File: src/rtl/mult_err_acc.sv
// mult_err_acc: accuracy statistics for an approximate 16x16 signed multiplier.
// Stage 1 captures the exact product. Stage 2 folds |exact - approx| into the batch metrics.

module mult_err_absdiff (
    input  logic [31:0] exact,
    input  logic [31:0] approx,
    output logic [32:0] abs_err
);
    logic [32:0] diff;

    // One guard bit is enough: |diff| <= 2^32 - 1, so negation cannot overflow.
    assign diff    = {exact[31], exact} - {approx[31], approx};
    assign abs_err = diff[32] ? (~diff + 33'd1) : diff;
endmodule

module mult_err_acc #(
    parameter int N_SAMPLES = 1024,
    parameter int CNT_W     = 17,
    parameter int ACC_W     = 48
) (
    input  logic              clk,
    input  logic              rst_n,
    input  logic              start,
    input  logic              in_valid,
    output logic              in_ready,
    input  logic [15:0]       x,
    input  logic [15:0]       y,
    input  logic [31:0]       p_approx,
    output logic              busy,
    output logic              done,
    output logic [ACC_W-1:0]  sum_abs_err,
    output logic [32:0]       max_abs_err,
    output logic [CNT_W-1:0]  err_count,
    output logic [CNT_W-1:0]  sample_count
);
    localparam logic [1:0] IDLE  = 2'd0;
    localparam logic [1:0] RUN   = 2'd1;
    localparam logic [1:0] DRAIN = 2'd2;
    localparam logic [1:0] DONE  = 2'd3;

    localparam logic [CNT_W-1:0] LAST = CNT_W'(N_SAMPLES - 1);

    typedef struct packed {
        logic [31:0] exact;
        logic [31:0] approx;
    } s1_t;

    logic [1:0]        state;
    logic [CNT_W-1:0]  acc_cnt;
    logic              accept;
    logic              clear;
    logic              s1_vld;
    s1_t               s1;
    logic signed [31:0] xs;
    logic signed [31:0] ys;
    logic signed [31:0] prod;
    logic [32:0]       abs_err;
    logic [ACC_W:0]    sum_ext;

    assign in_ready = (state == RUN);
    assign busy     = (state == RUN) || (state == DRAIN);
    assign done     = (state == DONE);
    assign accept   = in_ready && in_valid;
    assign clear    = start && ((state == IDLE) || (state == DONE));

    assign xs   = 32'($signed(x));
    assign ys   = 32'($signed(y));
    assign prod = xs * ys;

    always_ff @(posedge clk or negedge rst_n) begin
        if (!rst_n) begin
            state   <= IDLE;
            acc_cnt <= '0;
        end else begin
            case (state)
                IDLE, DONE: begin
                    if (start) begin
                        state   <= RUN;
                        acc_cnt <= '0;
                    end
                end
                RUN: begin
                    if (in_valid) begin
                        acc_cnt <= acc_cnt + 1'b1;
                        if (acc_cnt == LAST) state <= DRAIN;
                    end
                end
                DRAIN: begin
                    // Stage 2 has no valid of its own: it retires on the edge after stage 1.
                    if (!s1_vld) state <= DONE;
                end
                default: state <= IDLE;
            endcase
        end
    end

    always_ff @(posedge clk or negedge rst_n) begin
        if (!rst_n) begin
            s1_vld <= 1'b0;
            s1     <= '0;
        end else begin
            s1_vld <= accept && !clear;
            if (accept) begin
                s1.exact  <= prod;
                s1.approx <= p_approx;
            end
        end
    end

    mult_err_absdiff u_absdiff (
        .exact   (s1.exact),
        .approx  (s1.approx),
        .abs_err (abs_err)
    );

    assign sum_ext = {1'b0, sum_abs_err} + (ACC_W + 1)'(abs_err);

    always_ff @(posedge clk or negedge rst_n) begin
        if (!rst_n) begin
            sum_abs_err  <= '0;
            max_abs_err  <= '0;
            err_count    <= '0;
            sample_count <= '0;
        end else if (clear) begin
            sum_abs_err  <= '0;
            max_abs_err  <= '0;
            err_count    <= '0;
            sample_count <= '0;
        end else if (s1_vld) begin
            sum_abs_err  <= sum_ext[ACC_W] ? '1 : sum_ext[ACC_W-1:0];
            if (abs_err > max_abs_err) max_abs_err <= abs_err;
            err_count    <= err_count + CNT_W'(abs_err != 33'd0);
            sample_count <= sample_count + 1'b1;
        end
    end
endmodule

File: config.mk
export PLATFORM = sky130hd
export DESIGN_NAME = mult_err_acc
export DESIGN_NICKNAME = d
export VERILOG_FILES = /design/src/rtl/mult_err_acc.sv
export SDC_FILE = /design/constraint.sdc
export NUM_CORES = 1
export LEC_CHECK = 0
export ABC_AREA = 1
export BUFFER_PORTS_ARGS = -buffer_cell sky130_fd_sc_hd__buf_2
export CAP_MARGIN = 20
export CORE_ASPECT_RATIO = 1.4
export CORE_MARGIN = 5
export CORE_UTILIZATION = 32
export DETAILED_ROUTE_END_ITERATION = 10
export SLEW_MARGIN = 5
export SYNTH_ARGS = -nofsm -noshare
export SYNTH_HDL_FRONTEND = slang
export SYNTH_HIERARCHICAL = 1
export SYNTH_SLANG_ARGS = --single-unit
File: constraint.sdc
create_clock -name clk -period 5.65 [get_ports clk]
set_clock_uncertainty 0.15 [all_clocks]
set_input_delay 0.2825 -clock clk [delete_from_list [all_inputs] [get_ports clk]]
set_output_delay 0.2825 -clock clk [all_outputs]
set_load 0.05 [all_outputs]
# [Word-level counts from Yosys, hierarchy flattened]
# Cells that the tools add are included.
[totals] register_bits=199 latchBits=0 ramBits=0 romBits=0 wordCells=60 mem_count=0
[op_classes] add_sub_neg=6 mul=1 div=0 n_lt_le_gt_ge=1 n_eq_ne=8 shift=0 n_mux=19 bitwise=1 reduce_logical=15
[ops] op="48-bit 2-to-1 mux" n=3
[ops] op="33-bit 2-to-1 mux" n=4
[ops] op="17-bit 2-to-1 mux" n=6
[ops] op="48-bit by 33-bit adder with 49-bit output" n=1
[ops] op="17-bit by 1-bit adder with 17-bit output (second input constant)" n=2
[ops] op="17-bit case mux with 2 select lines" n=1
[ops] op="33-bit by 1-bit adder with 33-bit output (second input constant)" n=1
[ops] op="33-bit > comparator" n=1
[ops] op="33-bit inverter" n=1
[ops] op="33-bit nonzero test" n=1
[ops] op="32-bit by 32-bit subtractor with 33-bit output" n=1
[ops] op="16-bit by 16-bit multiplier with 32-bit output" n=1
[ops] op="17-bit by 1-bit adder with 17-bit output" n=1
[ops] op="17-bit by 10-bit equality test with 1-bit output (second input constant)" n=1
[ops] op="2-bit 2-to-1 mux" n=4
[ops] op="2-bit inequality test (second input constant)" n=3
[ops] op="2-bit case mux with 3 select lines" n=1
[ops] op="2-bit nonzero test" n=3
[ops] op="2-bit equality test (second input constant)" n=2
[ops] op="4-bit AND reduction" n=1
[ops] op="1-bit logical AND" n=3
[ops] op="3-bit AND reduction" n=1
[ops] op="2-bit by 1-bit equality test with 1-bit output (second input constant)" n=1
[ops] op="2-bit zero test" n=1
[ops] op="other kinds (5)" n=6

# [Logic depth before layout (Yosys ltp)]
[logic_depth] ltp_word=8 ltp_mapped=40

# [Hierarchy]
# The synthesis kept the hierarchy.
[by_module_without_submodules] mod="mult_err_acc" instances=1 cells_per_inst=3402 area_per_inst_um2=23970.5 seq_area_each_um2=4979.8
[by_module_without_submodules] mod="mult_err_absdiff" instances=1 cells_per_inst=814 area_per_inst_um2=3972.6 seq_area_each_um2=0.0

# [Least setup slack after synthesis]
# Ideal clock, no wire load.
[synth_path] kind="in2reg" start="in y[5]" end="reg s1[63] (netlist name)" setup_time_ns=0.118 t_arrival_ns=5.588 required_ns=5.382 slack_ns=-0.206 stages=23 n_path_buf=2 cell_sequence="clkbuf_1 clkbuf_1 nand2_1 fa_1 inv_1 fa_1 fa_1 inv_1 fa_1 inv_1 fa_1 inv_1 fa_1 inv_1 ha_1 inv_1 nor3_1 and3_1 nand2_1 nand3_1 nand2_1 nand3_1 nand2_1"
[synth_via] elab_chain_len=1
[synth_rtl] item="from (decl)" line="27" rtl="input logic [15:0] y,"
[synth_rtl] item="16-bit by 16-bit multiplier with 32-bit output" line="68" rtl="assign prod = xs * ys;"
# No other way between the ends.
# A chain may end at the register's enable or synchronous reset.

# [Final worst setup path]
[layout_path] start="in y[15]" end="reg s1[49] (netlist name)"
[layout_via] elab_chain_len=1
[layout_rtl] item="16-bit by 16-bit multiplier with 32-bit output" line="68"
# No other way between the ends.

==> impl_metrics.csv <==
group,metric,value,unit
setup_path,startpoint,"y[15]",
floorplan,rows,128,
synthesis,yosys-top-cells-area,"nand2_1 (19%), fa_1 (19%), dfrtp_1 (18%)",
setup_path,path_class,"input port to flop",
place,placement.io_buffers,185,
timing,fin_crit_sh,95.3,%
final_layout,area_growth,16.9,%
setup_path,cp-end-kind,"flop",
cts,htreeDepth,4,
setup_path,slowest_delay,550,ps
drt,wl_met2,48.6,mm
final_layout,stdcell_area,32700,um^2
timing,fin_crit,5390,ps
synthesis,avgSynthCellArea,6.63,um^2
floorplan,dieArea,93400,um^2
timing,slew_viol_final,0,
synthesis,syn-instance-count,4216,
worst_hold_path,min-delay-start,"start",
global_routing,grt_usage,19.5,%
global_routing,grt_max_degree,103,
drt,met1_length,35.0,mm
cts,cts_buffers,17,
floorplan,die_h,360,um
synthesis,ys_ff_latch,199,
global_routing,grt-ovfl-total,0,
setup_path,critPathBufInv,6,
synthesis,synth_cell_type_count,55,
synthesis,async_flop_share,100,%
synthesis,syn_area,27900,um^2
timing,worstMarginPinSlew,856,ps
timing,setup_viol,0,
cts,clk_latency,530,ps
floorplan,coreArea,86800,um^2
global_routing,antenna_found_initial,4,
place,place_ws,-392,ps
drt,wl,91.2,mm
synthesis,synth-main-ff-cell,"dfrtp_1",
setup_path,start_kind,"input port",
final_layout,utilization,37.6,%
setup_path,critical_path_required,5900,ps
floorplan,fp.dieW,260,um
setup_path,crit_fanout,5,
synthesis,synth_top_area_share,19.1,%
setup_path,crit_arrival,5640,ps
cts,clkTransAtPathRegs,80,ps
timing,timing.final.ws_setup,263,ps
timing,rsz0062_at_grt,"true",
drt,dr.pass1.iters,5,
drt,drt-initial-drc-count,1353,
floorplan,io_pins,186,
drt,ant_nets,0,
cts,root_buffer,"clkbuf_16",
cts,clockBufferDepth,2,
final_layout,final_nets,5085,
synthesis,synth_edf_count,0,
final_layout,drive_gt1_share,12.8,%
setup_path,critPathTopFamily,"adder cells",
synthesis,yosys_warnings,6,
synthesis,yosysTopAreaCell,"nand2_1",
timing,hold_viol,0,
job,cap_violations,0,
drt,top_layer,"met4",
drt,wl_per_cell,15.9,um
global_routing,grt_pass1_vias,27100,
global_routing,grt_pass1_wl,144,mm
setup_path,crit_chain,"buf_2 -> clkinvlp_4 -> or2_4 -> fa_1 -> fa_1 -> inv_1 -> fa_1 -> fa_1 -> fa_1 -> inv_1 -> fa_1 -> inv_1 -> ha_4 -> nand2_1 -> nor2_1 -> inv_1 -> o21ai_0 -> a21oi_1 -> or2_2 -> nand3_1 -> nand2_1",
cts,tritoncts,"built",
synthesis,syn_nets,4737,
drt,drc,0,
cts,clock_sinks,199,
drt,dr_total_vias,26400,
drt,met3RoutedLength,3.23,mm
setup_path,reg2reg_from,"s1[0]$_DFFE_PN0P_",
worst_hold_path,min-delay-path-class,"input port to flop",
timing,worst_slew_margin_rel,43.0,%
timing,max_freq,186,MHz
place,gp_congestion,0.988,
outcome,status,"finished, final reports clean",
synthesis,synth_seq_area_share,17.8,%
setup_path,slowest_stage,"fa_1",
drt,viasPerCell,4.60,
place,dpl-instance-area,31600,um^2
setup_path,cpMostUsedCell,"fa_1",
place,dpl.hpwl,78.0,mm
floorplan,start_util,32.2,%
## cells in the mapped netlist, types with 3 or more instances
library cell,count
a21oi_1,119
a21oi_2,5
a31oi_1,9
and3_1,3
buf_1,4
buf_2,6
buf_4,4
buf_6,5
clkbuf_1,87
clkinv_1,3
dfrtp_1,199
fa_1,264
ha_1,189
inv_1,968
inv_2,8
nand2_1,1421
nand2_2,27
nand2_4,3
nand3_1,236
nand3_2,23
nand3b_1,5
nand4_1,86
nor2_1,255
nor2_2,21
nor2_4,5
nor3_1,41
nor4_1,14
o21a_1,8
o21ai_0,78
o21ai_1,5
o21ai_2,11
o21bai_1,9
or2_2,11
xnor2_1,20
xor2_1,38
## cell usage in the layout (no fill, tap or decap), types with 13 or more instances in the layout
cell type	Yosys	routed
nor3_1	41	40
nand2_1	1421	1416
nand3_2	23	25
fa_1	264	262
xor2_1	38	35
ha_1	189	187
clkbuf_16	0	17
inv_1	968	962
inv_2	8	13
a21oi_1	119	119
buf_2	6	184
nand2_2	27	32
buf_4	4	210
o21ai_0	78	72
nand4_1	86	86
nor2_2	21	22
nand3_1	236	234
dlygate4sd3_1	0	33
nor2_1	255	249
dfrtp_1	199	199
xnor2_1	20	20
## through the flow
| step | setup TNS, ps | hold WS, ps | cells |
|---|---|---|---|
| floorplan | 0 | -163 | 4216 |
| global placement | -3620 | 249 | 5676 |
| detailed placement | -4540 | 245 | 5676 |
| CTS | 0 | 17.7 | 5741 |
| global route | -58.3 | 49.2 | 5748 |
| finish | 0 | 45.0 | 5751 |
## worst reg2reg max path: cells and delay by family, from the launching register on
kind / cells / cell delay [ps]
and+or+nand+nor: 26 / 3040
adders and majority gates: 4 / 1130
DFF: 1 / 410
buffers and inverters: 3 / 250
AOI/OAI and AO/OA: 2 / 170
## sequential cells by signal, summed over array words and instances (netlist names)
signal / flops
state: 2
sample_count: 17
max_abs_err: 33
err_count: 17
s1: 64
s1_vld: 1
sum_abs_err: 48
acc_cnt: 17
## cell type report
type / count / area [um^2]
Timing Repair Buffer: 435 / 2980
Clock inverter: 11 / 131
Antenna cell: 4 / 10.0
Tap cell: 1170 / 1460
Fill cell: 9477 / 54100
Timing Repair inverter: 1 / 7.51
Sequential cell: 199 / 4980
Clock buffer: 21 / 460
Multi-Input combinational cell: 2930 / 18900
Inverter: 980 / 3680
## kinds of logic after synthesis
group	after synthesis	share of synthesized area, %
AO/OA/AOI/OAI	256	5.14
AND/OR/NAND/NOR	2162	32.9
flip-flops	199	17.8
buffers and inverters	1088	15.0
adder cells (fa/ha/maj)	453	27.4
XOR/XNOR	58	1.82
## final timing paths
path | slack (ps) | endpoint | depth (start not counted)
setup / recovery | 260 | s1[49]$_DFFE_PN0P_ | 21
hold / removal | 50 | acc_cnt[1]$_DFFE_PN0P_ | 4
setup reg to reg | 430 | err_count[16]$_DFFE_PN0P_ | 35
hold reg to reg | 320 | sample_count[16]$_DFFE_PN0P_ | 1
max in group asynchronous | 4050 | s1[26]$_DFFE_PN0P_ | 3
min in group asynchronous | 230 | sample_count[14]$_DFFE_PN0P_ | 2
## layer usage
layer / track usage (%) / up-vias
met5: 0 / -
met4: 8.08 / 0
li1: - / 13300
met1: 21.3 / 12300
met3: 2.57 / 180
met2: 37.4 / 578
## repair_timing
action | in CTS | in global routing
hold buffers | 33 | 0
setup buffers | 0 | 4
hold endpoints to repair | 133 | 0
endpoints found under the setup margin | 0 | 18
resized for setup | 0 | 38
Power is left out: the tool's default activity adds up to more than one toggle a clock period on the data nets, which glitch-free logic cannot reach.
